## config.mk

```make
export PLATFORM = sky130hd
export DESIGN_NAME = cp0_intc_flat
export DESIGN_NICKNAME = d
export VERILOG_FILES = /design/src/rtl/cp0_pkg.sv /design/src/rtl/cp0_intc_if.sv /design/src/rtl/cp0_count_cmp.sv /design/src/rtl/cp0_intc.sv /design/src/flat_wrapper.sv
export SDC_FILE = /design/constraint.sdc
export NUM_CORES = 1
export LEC_CHECK = 0
export CORE_MARGIN = 1.5
export CORE_UTILIZATION = 33
export CTS_BUF_LIST = sky130_fd_sc_hd__clkbuf_8
export CTS_CLUSTER_SIZE = 24
export DETAILED_ROUTE_END_ITERATION = 6
export GPL_TIMING_DRIVEN = 0
export HOLD_SLACK_MARGIN = 0.03
export PLACE_DENSITY = 0.79
export REMOVE_ABC_BUFFERS = 1
export SETUP_SLACK_MARGIN = 0.4
export SLEW_MARGIN = 10
export SYNTH_ARGS = -nofsm -noshare
export SYNTH_HDL_FRONTEND = slang
export SYNTH_SLANG_ARGS = --single-unit
export TNS_END_PERCENT = 30
```

## constraint.sdc

```tcl
create_clock -name clk -period 1.6 [get_ports clk]
set_input_delay 0.16 -clock clk [delete_from_list [all_inputs] [get_ports clk]]
set_output_delay 0.16 -clock clk [all_outputs]
set_load 0.03 [all_outputs]
```

## src/rtl/cp0_pkg.sv

```systemverilog
// Shared CP0 definitions: register numbers, SR/Cause field positions, FSM
// encoding and default constants for the interrupt controller.
package cp0_pkg;

   localparam int unsigned IP_W  = 6;
   localparam int unsigned EPC_W = 30;

   localparam logic [4:0] REG_COUNT   = 5'd9;
   localparam logic [4:0] REG_COMPARE = 5'd11;
   localparam logic [4:0] REG_SR      = 5'd12;
   localparam logic [4:0] REG_CAUSE   = 5'd13;
   localparam logic [4:0] REG_EPC     = 5'd14;
   localparam logic [4:0] REG_PRID    = 5'd15;

   localparam int unsigned IM_LO   = 10;
   localparam int unsigned IM_HI   = 15;
   localparam int unsigned EXL_BIT = 1;
   localparam int unsigned IE_BIT  = 0;

   localparam logic [31:0] PRID_DEFAULT          = 32'h0000_0001;
   localparam logic [31:0] HANDLER_ENTRY_DEFAULT = 32'h0000_4180;

   typedef enum logic {
      RUN     = 1'b0,
      HANDLER = 1'b1
   } state_t;

endpackage

```

## src/rtl/cp0_intc_if.sv

```systemverilog
// Pipeline-side CP0 bus: device requests, mfc0/mtc0 access, eret and redirect.
interface cp0_intc_if;
   logic [5:0]  HWInt;
   logic [4:0]  addr;
   logic        we;
   logic [31:0] Din;
   logic [29:0] PC;
   logic        EXLClr;
   logic [31:0] Dout;
   logic        IntReq;
   logic [29:0] EPC;
   logic [31:0] VecPC;

   modport master (
      output HWInt, addr, we, Din, PC, EXLClr,
      input  Dout, IntReq, EPC, VecPC
   );

   modport slave (
      input  HWInt, addr, we, Din, PC, EXLClr,
      output Dout, IntReq, EPC, VecPC
   );
endinterface

```

## src/rtl/cp0_count_cmp.sv

```systemverilog
// Count/Compare timer: free-running Count, sticky TI on Count==Compare,
// TI stays clear until Compare has been written once.
module cp0_count_cmp
   import cp0_pkg::*;
(
   input  logic        clk,
   input  logic        reset,
   input  logic        wr_en,
   input  logic [4:0]  addr,
   input  logic [31:0] din,
   output logic [31:0] count,
   output logic [31:0] compare,
   output logic        ti
);

   logic armed;

   always_ff @(posedge clk or posedge reset) begin
      if (reset) begin
         count   <= '0;
         compare <= '0;
         ti      <= 1'b0;
         armed   <= 1'b0;
      end else begin
         if (wr_en && addr == REG_COUNT) count <= din;
         else                            count <= count + 32'd1;
         // A Compare write re-arms and acknowledges the timer interrupt
         if (wr_en && addr == REG_COMPARE) begin
            compare <= din;
            armed   <= 1'b1;
            ti      <= 1'b0;
         end else if (armed && count == compare) begin
            ti <= 1'b1;
         end
      end
   end

endmodule

```

## src/rtl/cp0_intc.sv

```systemverilog
// CP0 interrupt controller top: SR/Cause/EPC/PRId and interrupt entry FSM.
// Optional Count/Compare timer is built when CP0_COUNT_EN is defined.
module cp0_intc
   import cp0_pkg::*;
#(
   parameter logic [31:0] PRID          = PRID_DEFAULT,
   parameter logic [31:0] HANDLER_ENTRY = HANDLER_ENTRY_DEFAULT
) (
   input logic        clk,
   input logic        reset,
   cp0_intc_if.slave  bus
);

   state_t             state_q;
   logic [IP_W-1:0]    im_q;
   logic               ie_q;
   logic [IP_W-1:0]    ip_q;
   logic [EPC_W-1:0]   epc_q;
   logic [IP_W-1:0]    hw_eff;
   logic               int_req_c;
   logic               exl;

   // EXL is the FSM state itself, so the two can never disagree
   assign exl       = (state_q == HANDLER);
   assign int_req_c = (|(ip_q & im_q)) & ie_q & (state_q == RUN);

`ifdef CP0_COUNT_EN
   logic [31:0] count;
   logic [31:0] compare;
   logic        ti;

   cp0_count_cmp u_count_cmp (
      .clk     (clk),
      .reset   (reset),
      .wr_en   (bus.we & ~int_req_c),
      .addr    (bus.addr),
      .din     (bus.Din),
      .count   (count),
      .compare (compare),
      .ti      (ti)
   );

   assign hw_eff = bus.HWInt | {ti, 5'b0_0000};
`else
   assign hw_eff = bus.HWInt;
`endif

   // Interrupt entry wins over any mtc0 in the same cycle
   always_ff @(posedge clk or posedge reset) begin
      if (reset) begin
         state_q <= RUN;
         im_q    <= '0;
         ie_q    <= 1'b0;
         ip_q    <= '0;
         epc_q   <= '0;
      end else begin
         ip_q <= hw_eff;
         if (int_req_c) begin
            state_q <= HANDLER;
            epc_q   <= bus.PC;
         end else begin
            if (bus.we && bus.addr == REG_SR) begin
               im_q    <= bus.Din[IM_HI:IM_LO];
               ie_q    <= bus.Din[IE_BIT];
               state_q <= state_t'(bus.Din[EXL_BIT]);
            end
            if (bus.we && bus.addr == REG_EPC) epc_q <= bus.Din[31:2];
            // eret overrides the EXL bit of a coincident SR write
            if (bus.EXLClr) state_q <= RUN;
         end
      end
   end

   always_comb begin
      bus.Dout = '0;
      case (bus.addr)
         REG_SR:    bus.Dout = (32'(im_q) << IM_LO) | (32'(exl) << EXL_BIT)
                             | (32'(ie_q) << IE_BIT);
         REG_CAUSE: bus.Dout = 32'(ip_q) << IM_LO;
         REG_EPC:   bus.Dout = {epc_q, 2'b00};
         REG_PRID:  bus.Dout = PRID;
`ifdef CP0_COUNT_EN
         REG_COUNT:   bus.Dout = count;
         REG_COMPARE: bus.Dout = compare;
`endif
         default:   bus.Dout = '0;
      endcase
   end

   assign bus.IntReq = int_req_c;
   assign bus.EPC    = epc_q;
   assign bus.VecPC  = HANDLER_ENTRY;

endmodule
```

## src/flat_wrapper.sv

```systemverilog
// flat-port wrapper written by rule: the top's interface ports become plain ports
module cp0_intc_flat import cp0_pkg::*;
#(
   parameter logic [31:0] PRID          = PRID_DEFAULT,
   parameter logic [31:0] HANDLER_ENTRY = HANDLER_ENTRY_DEFAULT
)
  (clk, reset, bus_HWInt, bus_addr, bus_we, bus_Din, bus_PC, bus_EXLClr, bus_Dout, bus_IntReq, bus_EPC, bus_VecPC);
  cp0_intc_if bus_i ();
  input logic clk;
  input logic reset;
  input wire logic [$bits(bus_i.HWInt)-1:0] bus_HWInt;
  input wire logic [$bits(bus_i.addr)-1:0] bus_addr;
  input wire logic [$bits(bus_i.we)-1:0] bus_we;
  input wire logic [$bits(bus_i.Din)-1:0] bus_Din;
  input wire logic [$bits(bus_i.PC)-1:0] bus_PC;
  input wire logic [$bits(bus_i.EXLClr)-1:0] bus_EXLClr;
  output wire logic [$bits(bus_i.Dout)-1:0] bus_Dout;
  output wire logic [$bits(bus_i.IntReq)-1:0] bus_IntReq;
  output wire logic [$bits(bus_i.EPC)-1:0] bus_EPC;
  output wire logic [$bits(bus_i.VecPC)-1:0] bus_VecPC;
  assign bus_i.HWInt = bus_HWInt;
  assign bus_i.addr = bus_addr;
  assign bus_i.we = bus_we;
  assign bus_i.Din = bus_Din;
  assign bus_i.PC = bus_PC;
  assign bus_i.EXLClr = bus_EXLClr;
  assign bus_Dout = bus_i.Dout;
  assign bus_IntReq = bus_i.IntReq;
  assign bus_EPC = bus_i.EPC;
  assign bus_VecPC = bus_i.VecPC;
  cp0_intc #(.PRID(PRID), .HANDLER_ENTRY(HANDLER_ENTRY)) u_core (.clk(clk), .reset(reset), .bus(bus_i));
endmodule
```

# After elaboration in Yosys (flattened, before gate mapping)
# Cells that the tools add are included.
[word_totals] ff_bits=44 out_inout_bits=95
[classes] n_eq_ne=4 muxes=6 n_bitwise=7 n_reduce_logical=6
[ops] operator="one-hot mux 32 bit (4 select lines)" n=1
[ops] operator="two-way mux 30 bit" n=2
[ops] operator="OR 32 x 1 -> 32 bit" n=1
[ops] operator="equality test 5 x 4 -> 1 bit (second input constant)" n=4
[ops] operator="OR 16 x 2 -> 16 bit" n=1
[ops] operator="AND 6 bit" n=1
[ops] operator="OR reduction 6 bit" n=1
[ops] operator="two-way mux 1 bit" n=3
[ops] operator="nonzero test 3 bit" n=1
[ops] operator="AND 1 bit" n=2
[ops] operator="logical AND 1 bit" n=2
[ops] operator="inverter 1 bit" n=2
[ops] operator="AND reduction 2 bit" n=1
[ops] operator="nonzero test 2 bit" n=1

# Depth between registers and ports, before layout
# Gate-level depths: netlist of the first run.
[logic_depth] ltp_word=6 ltp_mapped=6 mapped_depth_nobuf=4

# Least setup slack after synthesis of the first run
# No wires, ideal clock.
[synth_path] path_kind="input -> output" startpoint="input port bus_addr[4]" endpoint="output port bus_Dout[1]" stages=3 t_required_ns=1.440 n_path_buf=1 slack_ns=-0.153 arrival_time_ns=1.593 path_cell_list="nand3b_1 clkbuf_1 nor4b_1"
[synth_via] elab_chain_len=2 word_cells_on_any_way=5
[synth_rtl] item="start: declaration" line="flat_wrapper.sv:12" source="input wire logic [$bits(bus_i.addr)-1:0] bus_addr;"
[synth_rtl] item="equality test 5 x 4 -> 1 bit" line="cp0_intc.sv:76" source="case (bus.addr)"
[synth_rtl] item="one-hot mux 32 bit (4 select lines) *" line="cp0_intc.sv:76"
[synth_rtl] item="end: declaration" line="flat_wrapper.sv:17" source="output wire logic [$bits(bus_i.Dout)-1:0] bus_Dout;"
# Mark *: on every way between the ends. The rest lies on a longest branch, timed or not.

# Final worst setup path of the first run
[layout_path] startpoint="register u_core.ip_q[2]" endpoint="register u_core.im_q[0]"
[layout_via] elab_chain_len=6
[layout_rtl] item="start: declaration" line="cp0_intc.sv:17" source="logic [IP_W-1:0] ip_q;"
[layout_rtl] item="start signal: assignment" line="cp0_intc.sv:57" source="ip_q <= hw_eff;"
[layout_rtl] item="AND 6 bit" line="cp0_intc.sv:25" source="assign int_req_c = (|(ip_q & im_q)) & ie_q & (state_q == RUN);"
[layout_rtl] item="OR reduction 6 bit" line="cp0_intc.sv:25"
[layout_rtl] item="AND 1 bit (2 in series)" line="cp0_intc.sv:25"
[layout_rtl] item="inverter 1 bit (no line)"
[layout_rtl] item="AND reduction 2 bit (no line)"
[layout_rtl] item="end signal: assignment" line="cp0_intc.sv:63" source="im_q <= bus.Din[IM_HI:IM_LO];"
[layout_rtl] item="end: declaration" line="cp0_intc.sv:15" source="logic [IP_W-1:0] im_q;"
# No other way between the ends.
# A chain may end at the register's enable or synchronous reset.

==> impl_metrics.ini, run 1 <==
[cells_and_area]
layout.nets = 503
nFillCells = 587
syn_to_final_growth_pct = 85.51
antenna_cells = 0
layout_commonest_cell = clkdlybuf4s50_1
multiInputGateArea_um2 = 1424
final_cell_mix = clkdlybuf4s50_1 (70), dfrtp_1 (44), buf_6 (39)
postLayoutCellArea_um2 = 4647
seqCellArea_um2 = 1101
drive_gt1_frac = 0.4122

[detailed_routing]
first_iter_violations = 38
drt_wl_total_um = 8271
drtPass1Iterations = 5
postRouteAntennaNets = 0
via_per_inst = 4.620
drc = 0
vias = 2430
wl_per_cell_um = 15.72

[timing]
finalClockSkew_ns = 0.01191
hold_violations = 0
finalWorstSetupSlack_ns = -0.04179
min_period_over_period = 1.026
finalSetupTns_ns = -0.2079
slew_viol_final = 0
period_needed_ns = 1.642
finalSetupViolations = 6
fmax_ghz = 0.6091
rsz0062_at_grt = true

[floorplanning]
dieArea_um2 = 8123
design.core.area_um2 = 7292
rows = 31
die_h_um = 90.13
die_x_um = 90.13
ioPinCount = 172
initial_core_util = 0.3435

[critical_path]
cpLargestDelayFamily = compound AO/OA/AOI/OAI gates
path_buf_inv = 2
arrival_ns = 1.83
cp_slowest_stage_delay_ns = 0.40
crit_path_top_delay_cell = dfrtp_1
crit_chain = a22oi_2 > a311oi_4 > buf_6 > nor2_4 > buf_6 > mux2_4
crit_path_start_kind = flip-flop
crit_path_max_fanout = 4
path_common_cell = buf_6
cp.required_ns = 1.79
criticalPathCategory = flip-flop to flip-flop
end_kind = flip-flop

[cts]
cts-root-buf = clkbuf_8
h-tree-depth = 2
clk_pin_slew_ns = 0.09
cts_sinks = 44
cts_buffer_depth = 2
numCtsBuffers = 5
insertion_delay_ns = 0.30
tritoncts = done

[synthesis]
syn-cell-area_um2 = 2505
syn_avg_cell_area_um2 = 9.709
yosysTopAreaCell = dfrtp_1
synth-main-ff-cell = dfrtp_1
ys_seq_area_frac = 0.4396
ys_types = 24
synth_edf_count = 0
synth_warnings = 0
ys_async_sr_fraction = 1.000
synth.ff_latch_count = 44
synth_top_area_frac = 0.4396
synthTopCellsByArea = dfrtp_1 (44%), mux2i_1 (15%), buf_4 (10%), and2_1 (6.0%), o21ai_0 (6.0%)
synth_cells = 258

[power_and_ir_drop]
vdd_drop_max_uv = 783.8
pwr_density_cell_nw_per_um2 = 1369
leakage_nw = 2.072

[placed_design]
gp_congestion = 0.7677
place_hpwl_um = 5242
place_area_um2 = 3910
io_buffer_count = 139

[run_status]
outcome = complete, but fails checks
violations = negative setup slack

[worst_hold_path]
hp-class = primary input to asynchronous set/reset pin

[grt]
grt_antenna_before_repair = 0
grtUsageTotal = 0.1968
gr-total-overflow = 0
grt_pass1_vias = 2543
grt_max_degree = 29
grt_pass1_wl_um = 12680

[flow_run]
maxCapViolCount = 0
worst paths after layout:
| kind | startpoint | to | slack [ns] | depth (start not counted) |
|---|---|---|---|---|
| max | u_core.ip_q[2] | u_core.im_q[0] | -0.04 | 6 |
| min | reset | u_core.bus.EPC[20] | 0.17 | 2 |
| max reg2reg | u_core.ip_q[2] | u_core.im_q[0] | -0.04 | 6 |
| min reg2reg | u_core.ie_q | u_core.ie_q | 0.54 | 1 |
| max in group asynchronous | reset | u_core.ip_q[5] | 0.94 | 3 |
| min in group clk | bus_HWInt[3] | u_core.ip_q[3] | 0.29 | 1 |
area by class of cell:
class / count / area share
Timing Repair Buffer: 177 / 0.4074
Multi-Input combinational cell: 195 / 0.3064
Sequential cell: 44 / 0.2369
Tap cell: 99 / 0.02666
Clock buffer: 6 / 0.01777
Clock inverter: 2 / 0.002423
Inverter: 3 / 0.002423
sequential cells by signal, indices dropped and copies added (netlist names):
| register | cells |
|---|---|
| u_core.exl | 1 |
| u_core.ie_q | 1 |
| u_core.ip_q | 6 |
| u_core.bus.EPC | 30 |
| u_core.im_q | 6 |
power breakdown:
group	internal (mW)	switching [mW]
clock	0.345	0.388
sequential	1.55	0.376
combinational	1.65	2.05
total	3.55	2.82
metrics by stage:
step                      worst slack (ns)  hold slack, ns  utilization  std cells  power, mW
final                             -0.04179          0.1701       0.6373        526      6.361
after CTS                         -0.04252          0.1780       0.6150        518      5.919
after global placement              -2.808          0.4723       0.5242        480      4.679
after floorplan                     -1.332          0.1914            -        242      3.493
after detailed placement            -1.444          0.4842       0.5362        485      4.817
after global routing               -0.1111          0.2053       0.6373        526      6.707
synthesized netlist by cell type, types with 2 or more instances:
cell type / number
a21oi_1: 7
a22oi_1: 3
and2_1: 24
buf_2: 5
buf_4: 34
clkbuf_1: 6
conb_1: 2
dfrtp_1: 44
inv_1: 3
mux2_2: 6
mux2i_1: 37
nand2_1: 31
nand3b_1: 2
nor2_1: 14
nor2b_1: 2
o21ai_0: 30
routing by layer:
layer	routed length [µm]	vias to the layer above	track usage	part of all wire
li1	-	1139	-	-
met1	3408	1164	0.2324	0.41
met2	4197	122	0.3510	0.51
met3	612	5	0.05922	0.074
met4	53	0	0.04101	0.0064
met5	0	-	0	0
what timing repair did:
| action | in CTS | in global routing |
|---|---|---|
| hold buffers | 0 | 0 |
| endpoints found under the setup margin | 101 | 82 |
| gates cloned | 3 | 2 |
| setup buffers | 22 | 6 |
| endpoints found under the hold margin | 0 | 0 |
| pin swaps | 22 | 24 |
| resized for setup | 410 | 61 |
cell families after synthesis:
family,after synthesis,share of synthesized area
flip-flops,44,0.4396
other,2,0.002998
multiplexers,43,0.1748
AND/OR/NAND/NOR,77,0.1543
AO/OA/AOI/OAI,43,0.09990
buffers and inverters,49,0.1284
No activity file was read; power rests on OpenSTA's default activity.
==> inputs of run 2 (changes only) <==
--- a/config.mk
+++ b/config.mk
@@ -10,7 +10,6 @@
 export CTS_BUF_LIST = sky130_fd_sc_hd__clkbuf_8
 export CTS_CLUSTER_SIZE = 24
 export DETAILED_ROUTE_END_ITERATION = 6
-export GPL_TIMING_DRIVEN = 0
 export HOLD_SLACK_MARGIN = 0.03
 export PLACE_DENSITY = 0.79
 export REMOVE_ABC_BUFFERS = 1
@@ -18,5 +17,6 @@
 export SLEW_MARGIN = 10
 export SYNTH_ARGS = -nofsm -noshare
 export SYNTH_HDL_FRONTEND = slang
+export SYNTH_HIERARCHICAL = 1
 export SYNTH_SLANG_ARGS = --single-unit
 export TNS_END_PERCENT = 30
==> impl_metrics.ini, run 2 <==
[run_status]
outcome = finished clean

[cells_and_area]
final_cell_mix = clkdlybuf4s50_1 (71), dfrtp_1 (44), mux2i_1 (37)
postLayoutCellArea_um2 = 4382
layout_commonest_cell = clkdlybuf4s50_1
final_core_util = 0.5977
largest_reg_flops = 30
syn_to_final_growth_pct = 73.11
drive_gt1_frac = 0.3532
seqCellArea_um2 = 1101
layout.nets = 495
multiInputGateArea_um2 = 1334
nFillCells = 608
antenna_cells = 0

[cts]
insertion_delay_ns = 0.29
cts_hold_buf = 0
cts_buffer_depth = 2
tritoncts = done
cts_sinks = 44
cts-root-buf = clkbuf_8
numCtsBuffers = 5
clk_pin_slew_ns = 0.09
h-tree-depth = 2

[power_and_ir_drop]
p_total_mw = 5.927
pwr_density_cell_nw_per_um2 = 1353
leakage_nw = 1.923
vdd_drop_max_uv = 837.6

[floorplanning]
rows = 31
design.core.area_um2 = 7331
ioPinCount = 172
die_h_um = 90.58
die_x_um = 90.58
dieArea_um2 = 8205
initial_core_util = 0.3453

[detailed_routing]
drt_wl_total_um = 7787
drtPass1Iterations = 4
wl_per_cell_um = 15.03
via_per_inst = 4.579
postRouteAntennaNets = 0
vias = 2372
drc = 0
first_iter_violations = 107

[timing]
period_needed_ns = 1.593
finalClockSkew_ns = 0.007670
min_period_over_period = 0.9957
finalWorstSetupSlack_ns = 0.006800
fmax_ghz = 0.6277
rsz0062_at_grt = true
slew_viol_final = 0
finalSetupViolations = 0
finalSetupTns_ns = 0
hold_violations = 0

[placed_design]
place_area_um2 = 3919
dp_slack_ns = -0.3427
io_buffer_count = 139
place_hpwl_um = 5007
gp_congestion = 0.8448

[critical_path]
r2r-start = u_core/ip_q[4]
crit_path_start_kind = flip-flop
crit_chain = a22oi_2 > a311oi_4 > buf_12 > buf_8
crit_path_top_delay_cell = dfrtp_1
cp_slowest_stage_delay_ns = 0.40
cp.required_ns = 1.44
cp-startpoint = u_core/im_q[3]
criticalPathCategory = flip-flop to primary output
end_kind = primary output
arrival_ns = 1.43
crit_path_max_fanout = 3

[grt]
grt_pass1_vias = 2368
grt_antenna_before_repair = 0
grtUsageTotal = 0.1852
gr-total-overflow = 0
grt_max_degree = 45
grt_pass1_wl_um = 12050

[synthesis]
synthTopCellsByArea = dfrtp_1 (43%), mux2i_1 (15%), buf_4 (11%), and2_1 (5.9%), o21ai_0 (5.1%)
syn_avg_cell_area_um2 = 9.811
synth_cells = 258
synth_commonest_cells = dfrtp_1 (44), mux2i_1 (38), buf_4 (36)
synth.ff_latch_count = 44
synth_warnings = 6
synth_top_area_frac = 0.4350
ys_async_sr_fraction = 1.000
yosysTopAreaCell = dfrtp_1
synth-main-ff-cell = dfrtp_1
synth_edf_count = 0
ys_seq_area_frac = 0.4350
syn-cell-area_um2 = 2531
synth_most_common_cell = dfrtp_1
ys_types = 26

[flow_run]
maxCapViolCount = 0

[worst_hold_path]
hp-class = primary input to asynchronous set/reset pin
-- run 2: timing repair --
item                                    4_1_cts  5_1_grt
pin swaps                                    26       12
buffers inserted                              8        4
cloned                                        3        0
endpoints found under the setup margin      101       82
resized for setup                           181       30
-- run 2: per-stage QoR --
stage	std cells	hold slack, ns
3_3_place_gp	495	0.4903
3_5_place_dp	495	0.4993
5_1_grt	518	0.2365
6_report	518	0.2078
4_1_cts	514	0.2093
2_1_floorplan	241	0.1914
-- run 2: critical path, delay by kind of cell, from the launching register on --
kind	cells	cell delay [ns]
AOI/OAI and AO/OA	2	0.47
buffers and inverters	2	0.27
DFF	1	0.40
-- run 2: path summary, 6_finish.rpt --
check	cells after the start	endpoint	slack, ns
setup / recovery	4	bus_IntReq	0.007
hold / removal	3	u_core/bus.EPC[17]	0.21
setup reg to reg	5	u_core/im_q[1]	0.02
hold reg to reg	2	u_core/ie_q	0.54
max in group asynchronous	3	u_core/bus.EPC[15]	1.18
min in group clk	1	u_core/ip_q[0]	0.30
-- run 2: cells by family after synthesis --
group | count (synthesis) | synth area share
flops | 44 | 0.4350
other cells | 2 | 0.002967
buf+inv | 49 | 0.1270
mux | 44 | 0.1859
compound gates | 42 | 0.09540
simple gates | 77 | 0.1537
-- run 2: area by class of cell --
| cell class | count | area share |
|---|---|---|
| inverters | 2 | 0.001713 |
| well taps | 99 | 0.02827 |
| flip-flops and latches | 44 | 0.2513 |
| multi-input cells | 195 | 0.3044 |
| clock inverters | 3 | 0.01085 |
| clock buffers | 5 | 0.01571 |
| repair buffers | 170 | 0.3878 |
-- run 2: where the power goes --
part | switching, mW | total (mW) | internal, mW | leakage (nW)
logic | 1.80 | 3.14 | 1.33 | 1.32
registers | 0.383 | 1.93 | 1.54 | 0.541
clock network | 0.394 | 0.864 | 0.470 | 0.0583
total | 2.58 | 5.93 | 3.35 | 1.92
-- run 2: layer usage --
metal | GRT usage | share of wire | vias to the layer above | routed length (µm)
met4 | 0.05026 | 0.014 | 0 | 110
met2 | 0.3202 | 0.49 | 117 | 3829
li1 | - | - | 1115 | -
met5 | 0 | 0 | - | 0
met3 | 0.04966 | 0.081 | 10 | 627
met1 | 0.2257 | 0.41 | 1130 | 3220
==> inputs of run 3 (changes only) <==
--- a/config.mk
+++ b/config.mk
@@ -5,6 +5,7 @@
 export SDC_FILE = /design/constraint.sdc
 export NUM_CORES = 1
 export LEC_CHECK = 0
+export CORE_ASPECT_RATIO = 0.7
 export CORE_MARGIN = 1.5
 export CORE_UTILIZATION = 33
 export CTS_BUF_LIST = sky130_fd_sc_hd__clkbuf_8
==> impl_metrics.ini, run 3 (synthesis results as in run 2) <==
[critical_path]
r2r-start = u_core/im_q[3]
cpLargestDelayFamily = compound AO/OA/AOI/OAI gates
arrival_ns = 1.48
crit_path_start_kind = flip-flop
ff2ff_setup_slack_ns = -0.01
crit_chain = a22oi_2 > a311oi_4 > buf_6 > buf_6
path_common_cell = buf_6
criticalPathCategory = flip-flop to primary output
cp_slowest_stage_delay_ns = 0.41
rr_worst_depth = 6
crit_path_max_fanout = 3
cp.required_ns = 1.44
path_buf_inv = 2
end_kind = primary output
worstReg2RegEnd = u_core/bus.EPC[25]
crit_path_top_delay_cell = dfrtp_1

[cells_and_area]
syn_to_final_growth_pct = 70.74
largest_reg_flops = 30
antenna_cells = 0
drive_gt1_frac = 0.3553
nFillCells = 639
final_core_util = 0.5878
final_cell_mix = clkdlybuf4s50_1 (71), dfrtp_1 (44), buf_6 (38), mux2i_1 (38)
layout.nets = 501
layout_commonest_cell = clkdlybuf4s50_1

[floorplanning]
die_h_um = 76.28
die_x_um = 107.7
design.core.area_um2 = 7352
initial_core_util = 0.3443
dieArea_um2 = 8213
ioPinCount = 172
rows = 26

[detailed_routing]
wl_per_cell_um = 15.36
via_per_inst = 4.602
first_iter_violations = 42
drtPass1Iterations = 4
postRouteAntennaNets = 0
drt_wl_total_um = 8032
vias = 2407
drc = 0

[timing]
finalSetupViolations = 2
finalWorstSetupSlack_ns = -0.03648
hold_violations = 0
fmax_ghz = 0.6111
whs_ns = 0.2014
min_period_over_period = 1.023
rsz0062_at_grt = true
period_needed_ns = 1.636
finalSetupTns_ns = -0.04760
finalClockSkew_ns = 0.01665
slew_viol_final = 0

[grt]
grtUsageTotal = 0.1914
gr-total-overflow = 0
grt_pass1_wl_um = 12130
grt_antenna_before_repair = 0
grt_max_degree = 45
grt_pass1_vias = 2411

[run_status]
outcome = complete, but fails checks
violations = negative setup slack

[placed_design]
gp_congestion = 0.7615
place_hpwl_um = 5386
dp_slack_ns = -0.3020
io_buffer_count = 139

[worst_hold_path]
hp-class = primary input to asynchronous set/reset pin

[flow_run]
maxCapViolCount = 0

[power_and_ir_drop]
vdd_drop_max_uv = 617.0
leakage_nw = 1.935
pwr_density_cell_nw_per_um2 = 1300

[cts]
clk_pin_slew_ns = 0.09
cts_buffer_depth = 2
cts_hold_buf = 0
cts-root-buf = clkbuf_8
tritoncts = done
insertion_delay_ns = 0.31
numCtsBuffers = 5
h-tree-depth = 2
cts_sinks = 44
[run 3: changes by cell type in the layout (fill, tap and decap cells not counted), sizes merged]
| cell | delta |
|---|---|
| buf | +14 |
| clkdlybuf4s15 | -7 |
| inv | +2 |
| bufinv | -1 |
| clkinv | -1 |
| dlygate4sd2 | -1 |
[run 3: worst min-delay path: cells and delay by family]
kind                   cells  cell delay (ns)
buffers and inverters      3             0.72
[run 3: worst max path at each step]
stage                    from             end  cells past startpoint
3_3_place_gp      bus_addr[4]     bus_Dout[3]                      7
6_report       u_core/im_q[3]      bus_IntReq                      4
4_1_cts        u_core/im_q[2]      bus_IntReq                      4
2_1_floorplan  u_core/im_q[0]  u_core/im_q[0]                      4
5_1_grt        u_core/im_q[3]      bus_IntReq                      4
3_5_place_dp      bus_addr[4]     bus_Dout[3]                      7
[run 3: report_power, final]
part | switching, mW | leakage (nW) | internal [mW]
logic | 1.80 | 1.34 | 1.22
clock network | 0.393 | 0.0507 | 0.300
registers | 0.364 | 0.541 | 1.54
[run 3: repair_timing]
action	CTS	global route
cloned	2	0
setup endpoints to repair	101	91
setup buffers	7	3
pin swaps	26	14
endpoints found under the hold margin	0	0
gates resized for setup	178	42
[run 3: layer usage]
metal  up-vias  share of wire  routed length [µm]  GRT usage
met5         -              0                   0          0
met2       123           0.47                3791     0.3338
met1      1147           0.44                3511     0.2374
met4         0         0.0077                  62    0.03289
li1       1128              -                   -          -
met3         9          0.083                 667    0.05560
[run 3: per-stage QoR]
stage          instances  cell area (µm²)  total power, mW
2_1_floorplan        241             2330            3.523
3_3_place_gp         503             4010            4.892
3_5_place_dp         503             4010            4.989
4_1_cts              520             4415            5.787
5_1_grt              523             4322            5.966
6_report             523             4322            5.620
[run 3: final cells by class]
type	instances	area, µm²	area share
repair buffers	176	1680	0.3888
clock inverters	3	16.27	0.003764
clock buffers	5	68.82	0.01592
flip-flops and latches	44	1101	0.2548
inverters	2	7.507	0.001737
multi-input cells	195	1325	0.3066
well taps	98	122.6	0.02837
==> RTL edit 1: new RTL, flow settings as in run 2 <==
Add a define of `CP0_COUNT_EN`.
--- a/src/rtl/cp0_intc.sv
+++ b/src/rtl/cp0_intc.sv
@@ -1,4 +1,6 @@
 // CP0 interrupt controller top: SR/Cause/EPC/PRId and interrupt entry FSM.
 // Optional Count/Compare timer is built when CP0_COUNT_EN is defined.
+`define CP0_COUNT_EN
+
 module cp0_intc
    import cp0_pkg::*;
Formal check against the unedited RTL: not equivalent (a bounded check fails within 4 cycles, from zero or initial values and one cycle with reset high).
==> RTL edit 1 against run 2 <==
- area after synthesis rose to 2.5 times the old value
- synthesized cell count is 150% higher
- clock skew increased by 0.012 ns
- setup slack worse by 0.40 ns
- sequential cell count increased by 66
- routed wire length increased to 2.5 times the old value
- the flow now finishes with violations (setup timing)
- design area rose by 110%
- cell count grew 120%
- sequential share of layout area up 4.6 points
- total power grew 110%
- sequential power grew 140%
- global-route usage is 0.64 points higher
- critical path depth grew 3
==> RTL edit 1: results (changes against run 2) <==
| Metric | Value |
|---|---|
| Outcome | complete, but fails checks (was finished clean) |
| Failing checks | setup timing |
| Syn Inst Count | 639 (was 258) |
| Post-synthesis xor/xnor area fraction | 8.50% (was 0%) |
| Clock transition at the registers of the reported paths | 0.12 ns (was 0.09 ns) |
| DR iter-0 viols | 385 (was 107) |
| First-pass GRT wire length | 29.9 mm (was 12.0 mm) |
| Final Non-Filler Cells | 1114 (was 518) |
| Layout cell share with drive strength beyond 1 | 28.5% (was 35.3%) |
| PD cells | 1370 nW/um^2 (was 1350 nW/um^2) |
| Nets | 927 (was 495) |
| Placer Congestion | 0.833 (was 0.845) |
| Drt via density | 4.89 (was 4.58) |
| GRT Overall Usage | 19.2% (was 18.5%) |
| Final setup viols | 112 (was 0) |
| Setup WS post-layout | -0.397 ns (was 0.00680 ns) |
| Max IR drop VDD | 0.000824 V (was 0.000838 V) |
| Clock Skew | 0.0201 ns (was 0.00767 ns) |
| Reg2reg start | u_core/im_q[4]$_DFFE_PP0P_ (was u_core/ip_q[4]$_DFF_PP0_) |
| Worst-path fanout max | 17 (was 3) |
| CP top delay family | simple AND/OR/NAND/NOR gates (was compound AO/OA/AOI/OAI gates) |
| Sw frac | 41.0% (was 43.5%) |
| Mux cell area share after synthesis | 16.6% (was 18.6%) |
| Type of the worst setup path | register to register (was register to output port) |
| DP Area | 8670 sq um (was 3920 sq um) |
| Leak | 3.99 nW (was 1.92 nW) |
| Worst r2r path cells | 7 (was 5) |
| CTS buffer count | 9 (was 5) |
| Detailed placement HPWL | 13.5 mm (was 5.01 mm) |
| Worst Path Arrival | 2.28 ns (was 1.43 ns) |
| Register area share after synthesis | 43.1% (was 43.5%) |
| Fillers | 1702 (was 608) |
| Commonest cells post-synth | 110 x dfrtp_1, 63 x nand2_1, 62 x mux2i_1, 41 x nor2_1, 41 x xor2_1 (was 44 x dfrtp_1, 38 x mux2i_1, 36 x buf_4, 32 x nand2_1, 26 x o21ai_0) |
| Compound-gate portion of the synthesized area | 9.57% (was 9.54%) |
| Vias in the first global route | 5503 (was 2368) |
| Synth Area in Adders | 0.196% (was 0%) |
| Worst R2R End | u_core/u_count_cmp/compare[21]$_DFFE_PP0P_ (was u_core/im_q[1]$_DFFE_PP0P_) |
| Largest net degree at the start of global routing | 67 (was 45) |
==> RTL edit 1: cell types whose count changed after synthesis, sizes merged, moves of 9 or more <==
cell / change
a21oi: +31
and2: -22
and3: +9
buf: +13
dfrtp: +66
mux2: +33
mux2i: +24
nand2: +31
nand3: +13
nand4: +23
nor2: +31
o21ai: +33
xnor2: +21
xor2: +41
==> RTL edit 1: worst min-delay path: cells and delay by family <==
family | cells | cell delay [ns]
buffers and inverters | 3 | 0.78
==> RTL edit 1: final cells by class <==
| type | count | share of cell area [%] |
|---|---|---|
| multi-input combinational | 485 | 37.0 |
| clock inverter | 7 | 0.971 |
| inverter | 7 | 0.283 |
| timing repair buffer | 236 | 27.2 |
| clock buffer | 9 | 1.34 |
| tap | 260 | 3.51 |
| sequential | 110 | 29.7 |
==> RTL edit 1: stage by stage <==
stage / hold WS [ns] / total power, mW / TNS, ns
final: 0.148 / 12.7 / -34.02
after global routing: 0.167 / 13.4 / -42.84
after CTS: 0.146 / 12.4 / -32.30
after detailed placement: 0.453 / 10.5 / -42.18
after global placement: 0.450 / 10.3 / -40.11
after floorplan: 0.191 / 7.76 / -297.56
==> RTL edit 1: what timing repair did <==
item	4_1_cts	5_1_grt
cloned	5	3
hold buffers	0	0
pin swaps	5	2
setup buffers	1	4
setup endpoints to repair	167	166
gates resized for setup	135	31
==> RTL edit 1: metal layers <==
metal	wire (um)	track usage (%)
met3	1030	4.31
met4	131	3.15
met2	9730	32.6
met1	8760	25.3
met5	0	0
==> RTL edit 1: power groups by stage <==
stage                     combinational, mW  clock [mW]  sequential, mW
final                                  6.16        1.86            4.68
after global routing                   6.56        2.04            4.81
after CTS                              5.86        1.93            4.66
after detailed placement               5.77           0            4.72
after global placement                 5.64           0            4.65
after floorplan                        2.37           0            5.39
==> RTL edit 2: new RTL, settings of run 2 <==
Without the edit above. `ip_q` no longer has a reset.
--- a/src/rtl/cp0_intc.sv
+++ b/src/rtl/cp0_intc.sv
@@ -52,8 +52,6 @@
          im_q    <= '0;
          ie_q    <= 1'b0;
-         ip_q    <= '0;
          epc_q   <= '0;
       end else begin
-         ip_q <= hw_eff;
          if (int_req_c) begin
             state_q <= HANDLER;
@@ -70,4 +68,8 @@
          end
       end
+   end
+
+   always_ff @(posedge clk) begin
+      ip_q <= hw_eff;
    end
 
Check against the original RTL: not equivalent (a bounded check fails within 4 cycles, from zero or initial values and one cycle with reset high).
==> RTL edit 2 against run 2 <==
- the flow now finishes with violations (setup timing)
- total power shrank 3.9%
- global-route usage grew 0.36 points
- routed wire length shrank 3.5%
- clock power shrank 13%
- area after synthesis shrank 1.2%
- setup slack lost 0.054 ns
- design area shrank 2.0%
- sequential cell count is the same
- critical endpoint unchanged
==> RTL edit 2: results (changes against run 2) <==
| Metric | Value |
|---|---|
| Synth async-reset ratio | 86.4% (was 100%) |
| Setup WS post-layout | -0.0474 ns (was 0.00680 ns) |
| GRT Overall Usage | 18.9% (was 18.5%) |
| Post-Place Cells | 497 (was 495) |
| Skew-Pair Late Insertion Delay | 0.29 ns (about the same) |
| First-pass GRT wire length | 12.2 mm (was 12.0 mm) |
| H-tree depth | 2 (unchanged) |
| Nets | 493 (was 495) |
| Synth top area cells | dfrtp_1 38%, mux2i_1 15%, buf_4 11%, and2_1 6.0%, o21ai_0 5.2% (was dfrtp_1 43%, mux2i_1 15%, buf_4 11%, and2_1 5.9%, o21ai_0 5.1%) |
| Max IR drop VDD | 0.000731 V (was 0.000838 V) |
| CTS buffer count | 5 (unchanged) |
| Detailed placement HPWL | 4.98 mm (was 5.01 mm) |
| Reg2reg start | u_core/im_q[2]$_DFFE_PP0P_ (was u_core/ip_q[4]$_DFF_PP0_) |
| Outcome | complete, but fails checks (was finished clean) |
| Synth cell types | 27 (was 26) |
| Diode count | 0 (unchanged) |
| Routed via count | 2310 (was 2372) |
| Clock transition at the registers of the reported paths | around 0.08 ns |
| Largest net degree at the start of global routing | 39 (was 45) |
| DR iter-0 viols | 64 (was 107) |
| DP Area | 3900 sq um (was 3920 sq um) |
| Flip-flop count of the largest register after layout | 30 (unchanged) |
| Initial antenna violation count | 0 (unchanged) |
| Register area share after synthesis | 42.8% (was 43.5%) |
| Root Driver | clkbuf_8 (unchanged) |
| Final setup viols | 7 (was 0) |
| Vias in the first global route | 2408 (was 2368) |
| Placer Congestion | 0.786 (was 0.845) |
| Worst R2R End | u_core/im_q[0]$_DFFE_PP0P_ (was u_core/im_q[1]$_DFFE_PP0P_) |
| Type of the most critical hold path | primary input to async pin (unchanged) |
| Fillers | 643 (was 608) |
| Leak | 1.89 nW (was 1.92 nW) |
| Worst r2r path cells | 5 (unchanged) |
| Drt via density | 4.48 (was 4.58) |
| Worst-path fanout max | 4 (was 3) |
| Port Buffers | 139 (unchanged) |
| Worst Path Arrival | 1.49 ns (was 1.43 ns) |
| Clock Skew | 0.00475 ns (was 0.00767 ns) |
| Layout cell share with drive strength beyond 1 | 34.1% (was 35.3%) |
| Commonest cells post-synth | 38 x dfrtp_1, 38 x mux2i_1, 36 x buf_4, 32 x nand2_1, 26 x o21ai_0 (was 44 x dfrtp_1, 38 x mux2i_1, 36 x buf_4, 32 x nand2_1, 26 x o21ai_0) |
| Ys flop type | dfrtp_1 (unchanged) |
| Placement Setup Slack | -0.312 ns (was -0.343 ns) |
| Final WL | 7.51 mm (was 7.79 mm) |
| Flop-to-flop setup slack | -0.03 ns (was 0.02 ns) |
| YS warnings | 6 (unchanged) |
| Clock Tree Buf Depth | 2 (unchanged) |
| Fin Hold WS | 0.192 ns (was 0.208 ns) |
| Drt first pass iters | 4 (unchanged) |
| Fin Setup TNS | -0.199 ns (was 0 ns) |
| Avg Inst Size Synth | 9.69 sq um (was 9.81 sq um) |
| Failing checks | setup timing |
-- RTL edit 2: kinds of logic (layout without fill, tap and decap cells) --
| logic type | Yosys count | in the layout | synth area share, % |
|---|---|---|---|
| muxes | 44 | 44 | 18.8 |
| and+or+nand+nor | 77 | 77 | 15.6 |
| other | 2 | 32 | 0.300 |
| DFF | 44 | 44 | 42.8 |
| AOI/OAI and AO/OA | 42 | 42 | 9.65 |
| buffers and inverters | 49 | 178 | 12.9 |
-- RTL edit 2: how the worst max path moves through the flow --
| stage | start | to | cells after the start |
|---|---|---|---|
| 6_report | u_core/im_q[2]$_DFFE_PP0P_ | bus_IntReq | 4 |
| 4_1_cts | u_core/im_q[5]$_DFFE_PP0P_ | bus_IntReq | 4 |
| 3_5_place_dp | bus_addr[4] | bus_Dout[19] | 7 |
| 3_3_place_gp | bus_addr[4] | u_core/bus.EPC[10]$_DFFE_PP0P_ | 7 |
| 5_1_grt | u_core/im_q[2]$_DFFE_PP0P_ | bus_Dout[12] | 7 |
| 2_1_floorplan | u_core/im_q[0]$_DFFE_PP0P_ | u_core/im_q[0]$_DFFE_PP0P_ | 4 |
-- RTL edit 2: worst max-delay path: stages (launching register included) --
cell,delay [ns]
dfrtp_1,0.36
a22oi_1,0.13
a311oi_4,0.41
buf_8,0.17
buf_6,0.13
-- RTL edit 2: per-layer routing --
metal / vias up / GRT usage [%] / part of all wire [%]
li1: 1111 / - / -
met1: 1080 / 22.5 / 42
met2: 111 / 32.8 / 49
met3: 8 / 5.67 / 7.5
met4: 0 / 5.16 / 1.3
met5: - / 0 / 0
-- RTL edit 2: repair_timing --
action | CTS | global route
resized for setup | 172 | 33
setup buffers | 8 | 0
cloned | 3 | 0
endpoints found under the setup margin | 101 | 85
pin swaps | 20 | 7
-- RTL edit 2: cell type report --
cell class / instances / area, sq um / area share, %
multi-input cells: 195 / 1330 / 30.9
clock buffers: 7 / 96.3 / 2.24
clock inverters: 1 / 3.75 / 0.0874
inverters: 2 / 7.51 / 0.175
repair buffers: 168 / 1670 / 38.8
well taps: 99 / 124 / 2.89
flip-flops and latches: 44 / 1070 / 24.9
-- RTL edit 2: report_power, final --
part | leakage, nW | internal, mW | switching, mW
clock | 0.0557 | 0.388 | 0.367
sequential | 0.521 | 1.54 | 0.374
combinational | 1.31 | 1.28 | 1.75
total | 1.89 | 3.21 | 2.49
